==> src/rtl/cpu_pkg.sv <==
`default_nettype none
// ============================================================================
// Package     : cpu_pkg
// Description : Shared constants and types for the fetch front end:
//               datapath width, canonical NOP encoding and register-field
//               bit positions.
// Revision    : 1.0 - initial release
// ============================================================================
package cpu_pkg;

  localparam int unsigned XLEN = 32;

  // addi x0, x0, 0
  localparam logic [31:0] NOP_INSTR = 32'h0000_0013;

  localparam int unsigned RS1_MSB = 19;
  localparam int unsigned RS1_LSB = 15;
  localparam int unsigned RS2_MSB = 24;
  localparam int unsigned RS2_LSB = 20;

  typedef logic [4:0] reg_addr_t;

endpackage : cpu_pkg
`default_nettype wire

==> src/rtl/if_id_stage_if.sv <==
`default_nettype none
// ============================================================================
// Interface   : if_id_stage_if
// Description : Hazard controls, instruction-memory bus and IF/ID outputs of
//               the fetch front end. The slave modport is the stage itself;
//               the master modport is its environment (hazard unit, imem, ID).
// Revision    : 1.0 - initial release
// ============================================================================
interface if_id_stage_if #(
  parameter int unsigned XLEN = cpu_pkg::XLEN
);

  logic                PCWrite_i;
  logic                Stall_i;
  logic                Flush_i;
  logic [XLEN-1:0]     BranchTarget_i;
  logic [XLEN-1:0]     instr_addr_o;
  logic [31:0]         instr_i;
  logic [XLEN-1:0]     IFID_pc_o;
  logic [31:0]         IFID_instr_o;
  logic                IFID_valid_o;
  cpu_pkg::reg_addr_t  RS1addr_o;
  cpu_pkg::reg_addr_t  RS2addr_o;
  logic [31:0]         stall_cnt_o;
  logic [31:0]         flush_cnt_o;

  modport master (
    output PCWrite_i, Stall_i, Flush_i, BranchTarget_i, instr_i,
    input  instr_addr_o, IFID_pc_o, IFID_instr_o, IFID_valid_o,
           RS1addr_o, RS2addr_o, stall_cnt_o, flush_cnt_o
  );

  modport slave (
    input  PCWrite_i, Stall_i, Flush_i, BranchTarget_i, instr_i,
    output instr_addr_o, IFID_pc_o, IFID_instr_o, IFID_valid_o,
           RS1addr_o, RS2addr_o, stall_cnt_o, flush_cnt_o
  );

endinterface : if_id_stage_if
`default_nettype wire

==> src/rtl/pc_reg.sv <==
`default_nettype none
// ============================================================================
// Module      : pc_reg
// Description : Program counter with hold / redirect / sequential-increment
//               selection. Hold wins over redirect so a stalled branch cannot
//               move the PC.
// Revision    : 1.0 - initial release
// ============================================================================
module pc_reg #(
  parameter int unsigned     XLEN     = 32,
  parameter logic [XLEN-1:0] RESET_PC = '0,
  parameter int unsigned     PC_STEP  = 4
) (
  input  logic            clk_i,
  input  logic            rst_i,
  input  logic            pc_write_i,
  input  logic            flush_i,
  input  logic [XLEN-1:0] target_i,
  output logic [XLEN-1:0] pc_o
);

  logic [XLEN-1:0] pc_d;
  logic [XLEN-1:0] pc_q;

  // next PC: hold, branch redirect, or sequential step (wraps naturally)
  always_comb begin
    pc_d = pc_q;
    if (pc_write_i) begin
      if (flush_i) begin
        pc_d = target_i;
      end else begin
        pc_d = pc_q + XLEN'(PC_STEP);
      end
    end
  end

  // PC register
  always_ff @(posedge clk_i or posedge rst_i) begin
    if (rst_i) begin
      pc_q <= RESET_PC;
    end else begin
      pc_q <= pc_d;
    end
  end

  assign pc_o = pc_q;

endmodule : pc_reg
`default_nettype wire

==> src/rtl/if_id_stage.sv <==
`default_nettype none
// ============================================================================
// Module      : if_id_stage
// Description : Fetch front end - PC register plus IF/ID pipeline register.
//               Stall holds IF/ID (and masks a flush), flush inserts a NOP
//               bubble, otherwise the fetched instruction is captured.
//               Optional macro IFID_PERF_EN adds saturating stall/flush
//               counters; without it the counter outputs are tied to zero.
// Revision    : 1.0 - initial release
// ============================================================================
module if_id_stage #(
  parameter int unsigned     XLEN     = cpu_pkg::XLEN,
  parameter logic [XLEN-1:0] RESET_PC = '0,
  parameter int unsigned     PC_STEP  = 4
) (
  input  logic          clk_i,
  input  logic          rst_i,
  if_id_stage_if.slave  bus
);

  import cpu_pkg::*;

  logic [XLEN-1:0] pc;

  logic [XLEN-1:0] ifid_pc_d,    ifid_pc_q;
  logic [31:0]     ifid_instr_d, ifid_instr_q;
  logic            ifid_valid_d, ifid_valid_q;

  pc_reg #(
    .XLEN     (XLEN),
    .RESET_PC (RESET_PC),
    .PC_STEP  (PC_STEP)
  ) u_pc_reg (
    .clk_i      (clk_i),
    .rst_i      (rst_i),
    .pc_write_i (bus.PCWrite_i),
    .flush_i    (bus.Flush_i),
    .target_i   (bus.BranchTarget_i),
    .pc_o       (pc)
  );

  // next IF/ID contents: stall holds, flush squashes, otherwise capture fetch
  always_comb begin
    ifid_pc_d    = ifid_pc_q;
    ifid_instr_d = ifid_instr_q;
    ifid_valid_d = ifid_valid_q;
    if (!bus.Stall_i) begin
      if (bus.Flush_i) begin
        ifid_pc_d    = '0;
        ifid_instr_d = NOP_INSTR;
        ifid_valid_d = 1'b0;
      end else begin
        ifid_pc_d    = pc;
        ifid_instr_d = bus.instr_i;
        ifid_valid_d = 1'b1;
      end
    end
  end

  // IF/ID pipeline register, resets to a NOP bubble
  always_ff @(posedge clk_i or posedge rst_i) begin
    if (rst_i) begin
      ifid_pc_q    <= '0;
      ifid_instr_q <= NOP_INSTR;
      ifid_valid_q <= 1'b0;
    end else begin
      ifid_pc_q    <= ifid_pc_d;
      ifid_instr_q <= ifid_instr_d;
      ifid_valid_q <= ifid_valid_d;
    end
  end

  assign bus.instr_addr_o = pc;
  assign bus.IFID_pc_o    = ifid_pc_q;
  assign bus.IFID_instr_o = ifid_instr_q;
  assign bus.IFID_valid_o = ifid_valid_q;
  assign bus.RS1addr_o    = ifid_instr_q[RS1_MSB:RS1_LSB];
  assign bus.RS2addr_o    = ifid_instr_q[RS2_MSB:RS2_LSB];

`ifdef IFID_PERF_EN
  logic [31:0] stall_cnt_d, stall_cnt_q;
  logic [31:0] flush_cnt_d, flush_cnt_q;

  // saturating event counters; a flush only counts when not masked by stall
  always_comb begin
    stall_cnt_d = stall_cnt_q;
    flush_cnt_d = flush_cnt_q;
    if (bus.Stall_i && (stall_cnt_q != '1)) begin
      stall_cnt_d = stall_cnt_q + 32'd1;
    end
    if (bus.Flush_i && !bus.Stall_i && (flush_cnt_q != '1)) begin
      flush_cnt_d = flush_cnt_q + 32'd1;
    end
  end

  // counter registers
  always_ff @(posedge clk_i or posedge rst_i) begin
    if (rst_i) begin
      stall_cnt_q <= '0;
      flush_cnt_q <= '0;
    end else begin
      stall_cnt_q <= stall_cnt_d;
      flush_cnt_q <= flush_cnt_d;
    end
  end

  assign bus.stall_cnt_o = stall_cnt_q;
  assign bus.flush_cnt_o = flush_cnt_q;
`else
  assign bus.stall_cnt_o = '0;
  assign bus.flush_cnt_o = '0;
`endif

endmodule : if_id_stage
`default_nettype wire

==> src/flat_wrapper.sv <==
// flat-port wrapper written by rule: the top's interface ports become plain ports
module if_id_stage_flat import cpu_pkg::*;
#(
  parameter int unsigned     XLEN     = cpu_pkg::XLEN,
  parameter logic [XLEN-1:0] RESET_PC = '0,
  parameter int unsigned     PC_STEP  = 4
)
  (clk_i, rst_i, bus_PCWrite_i, bus_Stall_i, bus_Flush_i, bus_BranchTarget_i, bus_instr_i, bus_instr_addr_o, bus_IFID_pc_o, bus_IFID_instr_o, bus_IFID_valid_o, bus_RS1addr_o, bus_RS2addr_o, bus_stall_cnt_o, bus_flush_cnt_o);
  if_id_stage_if #(.XLEN(XLEN)) bus_i ();
  input  logic clk_i;
  input  logic rst_i;
  input wire logic [$bits(bus_i.PCWrite_i)-1:0] bus_PCWrite_i;
  input wire logic [$bits(bus_i.Stall_i)-1:0] bus_Stall_i;
  input wire logic [$bits(bus_i.Flush_i)-1:0] bus_Flush_i;
  input wire logic [$bits(bus_i.BranchTarget_i)-1:0] bus_BranchTarget_i;
  input wire logic [$bits(bus_i.instr_i)-1:0] bus_instr_i;
  output wire logic [$bits(bus_i.instr_addr_o)-1:0] bus_instr_addr_o;
  output wire logic [$bits(bus_i.IFID_pc_o)-1:0] bus_IFID_pc_o;
  output wire logic [$bits(bus_i.IFID_instr_o)-1:0] bus_IFID_instr_o;
  output wire logic [$bits(bus_i.IFID_valid_o)-1:0] bus_IFID_valid_o;
  output wire logic [$bits(bus_i.RS1addr_o)-1:0] bus_RS1addr_o;
  output wire logic [$bits(bus_i.RS2addr_o)-1:0] bus_RS2addr_o;
  output wire logic [$bits(bus_i.stall_cnt_o)-1:0] bus_stall_cnt_o;
  output wire logic [$bits(bus_i.flush_cnt_o)-1:0] bus_flush_cnt_o;
  assign bus_i.PCWrite_i = bus_PCWrite_i;
  assign bus_i.Stall_i = bus_Stall_i;
  assign bus_i.Flush_i = bus_Flush_i;
  assign bus_i.BranchTarget_i = bus_BranchTarget_i;
  assign bus_i.instr_i = bus_instr_i;
  assign bus_instr_addr_o = bus_i.instr_addr_o;
  assign bus_IFID_pc_o = bus_i.IFID_pc_o;
  assign bus_IFID_instr_o = bus_i.IFID_instr_o;
  assign bus_IFID_valid_o = bus_i.IFID_valid_o;
  assign bus_RS1addr_o = bus_i.RS1addr_o;
  assign bus_RS2addr_o = bus_i.RS2addr_o;
  assign bus_stall_cnt_o = bus_i.stall_cnt_o;
  assign bus_flush_cnt_o = bus_i.flush_cnt_o;
  if_id_stage #(.XLEN(XLEN), .RESET_PC(RESET_PC), .PC_STEP(PC_STEP)) u_core (.clk_i(clk_i), .rst_i(rst_i), .bus(bus_i));
endmodule
==> config.mk <==
export PLATFORM = sky130hd
export DESIGN_NAME = if_id_stage_flat
export DESIGN_NICKNAME = d
export VERILOG_FILES = /design/src/rtl/cpu_pkg.sv /design/src/rtl/if_id_stage_if.sv /design/src/rtl/pc_reg.sv /design/src/rtl/if_id_stage.sv /design/src/flat_wrapper.sv
export SDC_FILE = /design/constraint.sdc
export NUM_CORES = 1
export LEC_CHECK = 0
export ABC_AREA = 1
export CAP_MARGIN = 0
export CORE_ASPECT_RATIO = 0.7
export CORE_MARGIN = 1
export CORE_UTILIZATION = 43
export CTS_BUF_LIST = sky130_fd_sc_hd__clkbuf_8
export CTS_CLUSTER_DIAMETER = 120
export DETAILED_ROUTE_END_ITERATION = 7
export PLACE_DENSITY_LB_ADDON = 0.1
export SLEW_MARGIN = 20
export SYNTH_ARGS = -nofsm -noshare
export SYNTH_HDL_FRONTEND = slang
export SYNTH_SLANG_ARGS = --single-unit
==> constraint.sdc <==
create_clock -name clk_i -period 3.8 [get_ports clk_i]
set_clock_uncertainty 0.15 [all_clocks]
set_input_delay 0.57 -clock clk_i [delete_from_list [all_inputs] [get_ports clk_i]]
set_output_delay 0.57 -clock clk_i [all_outputs]
set_load 0.005 [all_outputs]
==> flow_metrics.py, run 1 <==
metrics = {
    "run_status": {
        "status": "completed",
    },
    "global_routing": {
        "grt_pass1_wl_um": 22650,
        "antenna_found_initial": 0,
        "grt_max_degree": 65,
        "grt.overflow.total": 0,
        "first_global_vias": 4187,
        "grt_use_total": 0.2401,
    },
    "routing": {
        "wl_per_cell_um": 15.75,
        "drcViolationCount": 0,
        "drt_pass1_iterations": 5,
        "via_per_inst": 4.821,
        "wl_um": 14460,
        "drt_iter0_drc": 399,
        "vias": 4426,
        "drtAntennaViolNets": 0,
    },
    "timing": {
        "worst_slew_pin_slew_ps": 676.8,
        "tns_ps": 0,
        "period_share": 0.6488,
        "max_freq_mhz": 405.6,
        "finalHoldViolCount": 0,
        "rsz0062_at_grt": "false",
        "finalMaxSlewViolations": 0,
        "layout_setup_ws_ps": 1334,
        "whs_ps": 333.0,
        "max_slew_margin": 0.5474,
        "setup_viol": 0,
        "post-route-min-period_ps": 2466,
    },
    "worst_setup_path": {
        "cp_num_buf_inv": 4,
        "cp_slowest_cell": "clkdlybuf4s50_1",
        "reg2reg_slack_ps": 1940,
        "cp_top_family": "buffers and inverters",
        "crit_fanout": 21,
        "crit_start": "bus_PCWrite_i",
        "required_ps": 3960,
        "start_kind": "input port",
        "cp-endpoint": "u_core.u_pc_reg.pc_o[28]",
        "worst_path_largest_cell_delay_ps": 900,
        "worstSetupPathType": "in -> reg",
        "cp_cell_sequence": "clkdlybuf4s50_1 > nand2_1 > buf_4 > inv_1 > nand2_1 > o21ai_0 > inv_1 > nand2_1",
        "cp.depth": 8,
        "cp_common_cell": "nand2_1",
        "worst_ep_arrival_time_ps": 2630,
        "end_kind": "flip-flop",
        "r2r-end": "u_core.u_pc_reg.pc_o[22]",
        "r2r_cells": 10,
        "r2r_start": "u_core.u_pc_reg.pc_o[3]",
    },
    "cts": {
        "cts_buffers": 9,
        "ctsResizeCount": 0,
        "cts_buffer_depth": 2,
        "cts_num_sinks": 97,
        "clock_latency_ps": 370,
        "cts.root.buffer_cell": "clkbuf_8",
        "postCtsSetupRepairBufs": 0,
        "tritoncts": "built",
        "holdBufCountCts": 0,
        "htree_levels": 3,
        "clkTransAtPathRegs_ps": 90,
    },
    "synth": {
        "synthFlopType": "dfrtp_1",
        "yosys.area.top_type": "dfrtp_1",
        "syn_area_per_cell_um2": 8.504,
        "synth_seq_cells": 97,
        "synth_cells": 601,
        "synth.top_cell.area_share": 0.4602,
        "synth_area_mm2": 0.005111,
        "yosysUniqueCellTypes": 35,
        "yosysWarnings": 0,
        "synth.top_cells.by_count": "nand2_1 (165), dfrtp_1 (94), buf_4 (75)",
        "ys_seq_area_frac": 0.4756,
        "synthTopCellsByArea": "dfrtp_1 (46%), nand2_1 (12%), buf_4 (11%), a22o_1 (5.8%), nand3_1 (3.9%)",
        "synthArstFlopShare": 1.000,
        "yosysMostFrequentCell": "nand2_1",
        "synth-edff-count": 0,
    },
    "floorplanning": {
        "io_pins": 240,
        "initial_utilization": 0.4527,
        "core_mm2": 0.01129,
        "die_y_um": 93.22,
        "die_w_um": 132.3,
        "die_area_mm2": 0.01233,
        "rows": 32,
    },
    "finish": {
        "area_delta_synth_final_pct": 34.86,
        "nNetsFinal": 831,
        "num-fill-cells": 1031,
        "n_antenna_cell": 0,
        "drive_above_1_share": 0.06928,
        "utilization": 0.6105,
    },
    "power_and_ir_drop": {
        "p_per_area_mw_per_mm2": 378.3,
        "power_mw": 2.608,
        "vdd_drop_max_v": 0.0001937,
        "leakagePower_nw": 3.261,
    },
    "place": {
        "place_ws_ps": 972.9,
        "gp_congestion": 0.8587,
        "dp_hpwl_um": 10760,
        "place.port_buffers": 175,
    },
    "run": {
        "cap_violations": 0,
    },
    "worst_hold_path": {
        "min-delay-path-class": "reg -> reg",
    },
}
## routing by layer
metal | routed length, um | up-vias | GRT usage
li1 | - | 2132 | -
met1 | 6825 | 2053 | 0.3499
met2 | 6166 | 220 | 0.3514
met3 | 1206 | 21 | 0.05312
met4 | 262 | 0 | 0.08142
met5 | 0 | - | 0
## worst reg2reg max path, delay by kind of cell (launching register included)
family	cells	cell delay, ps
simple gates	9	910
flops	1	450
fa+ha+maj	1	250
## layout make-up
type | count | area [um2] | share of cell area
clock buffers | 9 | 123.9 | 0.01797
clock inverters | 6 | 67.56 | 0.009802
inverters | 48 | 182.7 | 0.02650
multi-input cells | 424 | 2092 | 0.3035
flip-flops and latches | 97 | 2431 | 0.3527
well taps | 153 | 191.4 | 0.02777
repair buffers | 181 | 1804 | 0.2618
## worst min path at each step
stage                     cells past startpoint  slack (ps)                     start                  endpoint
after floorplan                               2         320  u_core.bus.IFID_pc_o[15]  u_core.bus.IFID_pc_o[15]
after global placement                        2         310   u_core.bus.IFID_pc_o[8]   u_core.bus.IFID_pc_o[8]
after detailed placement                      2         310  u_core.bus.IFID_pc_o[15]  u_core.bus.IFID_pc_o[15]
after CTS                                     2         340  u_core.bus.IFID_pc_o[15]  u_core.bus.IFID_pc_o[15]
after global routing                          2         350  u_core.bus.IFID_pc_o[10]  u_core.bus.IFID_pc_o[10]
final                                         2         330  u_core.bus.IFID_pc_o[15]  u_core.bus.IFID_pc_o[15]
## per-stage QoR
step,cell area [um2],cells
after floorplan,5348,664
after detailed placement,6701,903
after global placement,6701,903
after global routing,6893,918
final,6893,918
after CTS,6893,918
## sequential cells by signal (all words and copies together) (netlist names)
signal	cells
u_core.bus.IFID_instr_o	32
u_core.bus.IFID_pc_o	32
u_core.u_pc_reg.pc_o	32
u_core.bus.IFID_valid_o	1
## where the power goes
group          internal (mW)  switching [mW]
Combinational          0.364           0.302
Sequential              1.15           0.119
Clock                  0.304           0.372
## logic make-up (layout without fill, tap and decap cells)
kind of cell	count (synthesis)	after routing	synth area share
buffers and inverters	143	244	0.1613
xor gates and xnor gates	3	3	0.005142
DFF	97	97	0.4756
and+or+nand+nor	260	260	0.2269
adders and majority gates	1	1	0.002448
other	1	64	0.0007337
AOI/OAI and AO/OA	96	96	0.1278
## placed cells by master, fill, tap and decap left out, types with 4 or more instances in the layout
master           count
a21oi_1              4
a22o_1              34
a31oi_1              4
buf_4                5
clkbuf_8             9
clkdlybuf4s50_1    174
conb_1              64
dfrtp_1             94
inv_1               44
nand2_1            165
nand2_2              5
nand3_1             40
nor2_1              28
nor2_2               9
nor2_4               5
o21ai_0             38
Note: power is estimated with default switching activity, not from simulation.
==> run 2: changes to the inputs <==
==> constraint.sdc (replaced) <==
create_clock -name clk_i -period 2.5 [get_ports clk_i]
set_clock_uncertainty 0.15 [all_clocks]
set_input_delay 0.375 -clock clk_i [delete_from_list [all_inputs] [get_ports clk_i]]
set_output_delay 0.375 -clock clk_i [all_outputs]
set_load 0.005 [all_outputs]
==> run 2 against run 1 <==
  * Critical path depth decreased by 7
  * Highest routed layer unchanged
  * Register-to-register slack got worse by 1300 ps
  * Non-clock buffer count rose by 5
  * Core utilization is 0.51 points higher
  * Critical endpoint is now bus_instr_addr_o[15]
  * Via count is 2.3% higher
  * Critical path type is now reg -> out
  * First-iteration DRC count shrank 22%
==> flow_metrics.py, run 2 (synthesis gave the netlist of run 1 again) <==
metrics = {
    "global_routing": {
        "grt_max_degree": 44,
        "grt_use_total": 0.2393,
        "grt.overflow.total": 0,
        "grt_pass1_wl_um": 22490,
        "first_global_vias": 4104,
        "antenna_found_initial": 0,
    },
    "cts": {
        "clock_latency_ps": 380,
        "ctsResizeCount": 0,
        "tritoncts": "built",
        "htree_levels": 3,
        "holdBufCountCts": 0,
        "cts.root.buffer_cell": "clkbuf_8",
        "cts_buffers": 9,
        "cts_num_sinks": 97,
        "postCtsSetupRepairBufs": 0,
        "cts_buffer_depth": 2,
        "clkTransAtPathRegs_ps": 90,
    },
    "finish": {
        "utilization": 0.6156,
        "final_cell_area_mm2": 0.006950,
        "nNetsFinal": 836,
        "layout_commonest_cell": "clkdlybuf4s50_1",
        "area_delta_synth_final_pct": 35.99,
        "final_cell_mix": "clkdlybuf4s50_1 (174), nand2_1 (165), dfrtp_1 (94)",
        "drive_above_1_share": 0.07393,
        "final_cell_count_no_fill": 924,
        "n_antenna_cell": 0,
    },
    "timing": {
        "rsz0062_at_grt": "false",
        "tns_ps": 0,
        "post-route-min-period_ps": 1982,
        "finalMaxSlewViolations": 0,
        "layout_setup_ws_ps": 518.5,
        "max_freq_mhz": 504.7,
        "setup_viol": 0,
        "period_share": 0.7926,
        "worst_slew_pin_slew_ps": 521.0,
        "max_slew_margin": 0.6523,
        "whs_ps": 221.6,
        "finalHoldViolCount": 0,
    },
    "worst_setup_path": {
        "r2r_cells": 10,
        "reg2reg_slack_ps": 630,
        "cp_num_buf_inv": 1,
        "worst_path_largest_cell_delay_ps": 560,
        "r2r-end": "u_core.u_pc_reg.pc_o[24]",
        "worstSetupPathType": "reg -> out",
        "end_kind": "output pin",
        "worst_ep_arrival_time_ps": 1460,
        "cp_top_family": "buffers and inverters",
        "cp_cell_sequence": "clkdlybuf4s50_1",
        "crit_fanout": 6,
        "required_ps": 1980,
        "crit_start": "u_core.u_pc_reg.pc_o[15]",
        "cp_slowest_cell": "clkdlybuf4s50_1",
        "r2r_start": "u_core.u_pc_reg.pc_o[3]",
        "start_kind": "flip-flop",
    },
    "place": {
        "gp_congestion": 0.9405,
        "dp.cells": 908,
        "place.port_buffers": 175,
        "dp_hpwl_um": 10930,
        "place_ws_ps": 311.9,
        "placed_area_mm2": 0.006753,
    },
    "routing": {
        "drt_iter0_drc": 312,
        "via_per_inst": 4.898,
        "drtAntennaViolNets": 0,
        "wl_met1_um": 6864,
        "dr_wl_met2_um": 6427,
        "wl_per_cell_um": 15.77,
        "drcViolationCount": 0,
        "vias": 4526,
        "dr.max_layer_used": "met4",
        "wl_um": 14570,
        "dr_wl_met3_um": 1086,
        "drt_pass1_iterations": 5,
    },
    "floorplanning": {
        "io_pins": 240,
        "die_y_um": 93.22,
        "rows": 32,
        "core_mm2": 0.01129,
        "die_area_mm2": 0.01233,
        "die_w_um": 132.3,
        "initial_utilization": 0.4527,
    },
    "power_and_ir_drop": {
        "leakagePower_nw": 3.291,
        "power_mw": 3.980,
        "p_per_area_mw_per_mm2": 572.7,
        "vdd_drop_max_v": 0.0003356,
    },
    "worst_hold_path": {
        "hold_depth": 3,
        "holdPathEnd": "u_core.bus.IFID_pc_o[8]",
        "min_from": "bus_Stall_i",
        "min-delay-path-class": "in -> reg",
    },
    "run_status": {
        "status": "completed",
    },
    "run": {
        "cap_violations": 0,
    },
}
[run 2: worst max path at each step]
stage	endpoint	depth (start not counted)
after floorplan	u_core.bus.IFID_instr_o[10]	1
after global placement	u_core.u_pc_reg.pc_o[4]	6
after detailed placement	u_core.u_pc_reg.pc_o[4]	6
after CTS	bus_instr_addr_o[15]	1
after global routing	bus_instr_addr_o[14]	1
final	bus_instr_addr_o[15]	1
[run 2: cell type report]
| cell class | instances | area (um2) |
|---|---|---|
| repair buffers | 186 | 1854 |
| well taps | 153 | 191.4 |
| flip-flops and latches | 97 | 2431 |
| fillers | 1016 | 4340 |
| clock buffers | 10 | 137.6 |
| clock inverters | 6 | 60.06 |
| inverters | 48 | 183.9 |
| multi-input cells | 424 | 2092 |
[run 2: routing by layer]
layer | up-vias | track usage
li1 | 2145 | -
met1 | 2164 | 0.3432
met2 | 203 | 0.3598
met3 | 14 | 0.06016
met4 | 0 | 0.06322
met5 | - | 0
[run 2: report_power, final]
part           internal, mW  switching (mW)  total, mW
logic                 0.561           0.456       1.02
clock network         0.483           0.554       1.04
registers              1.74           0.185       1.93
total                  2.79            1.20       3.98
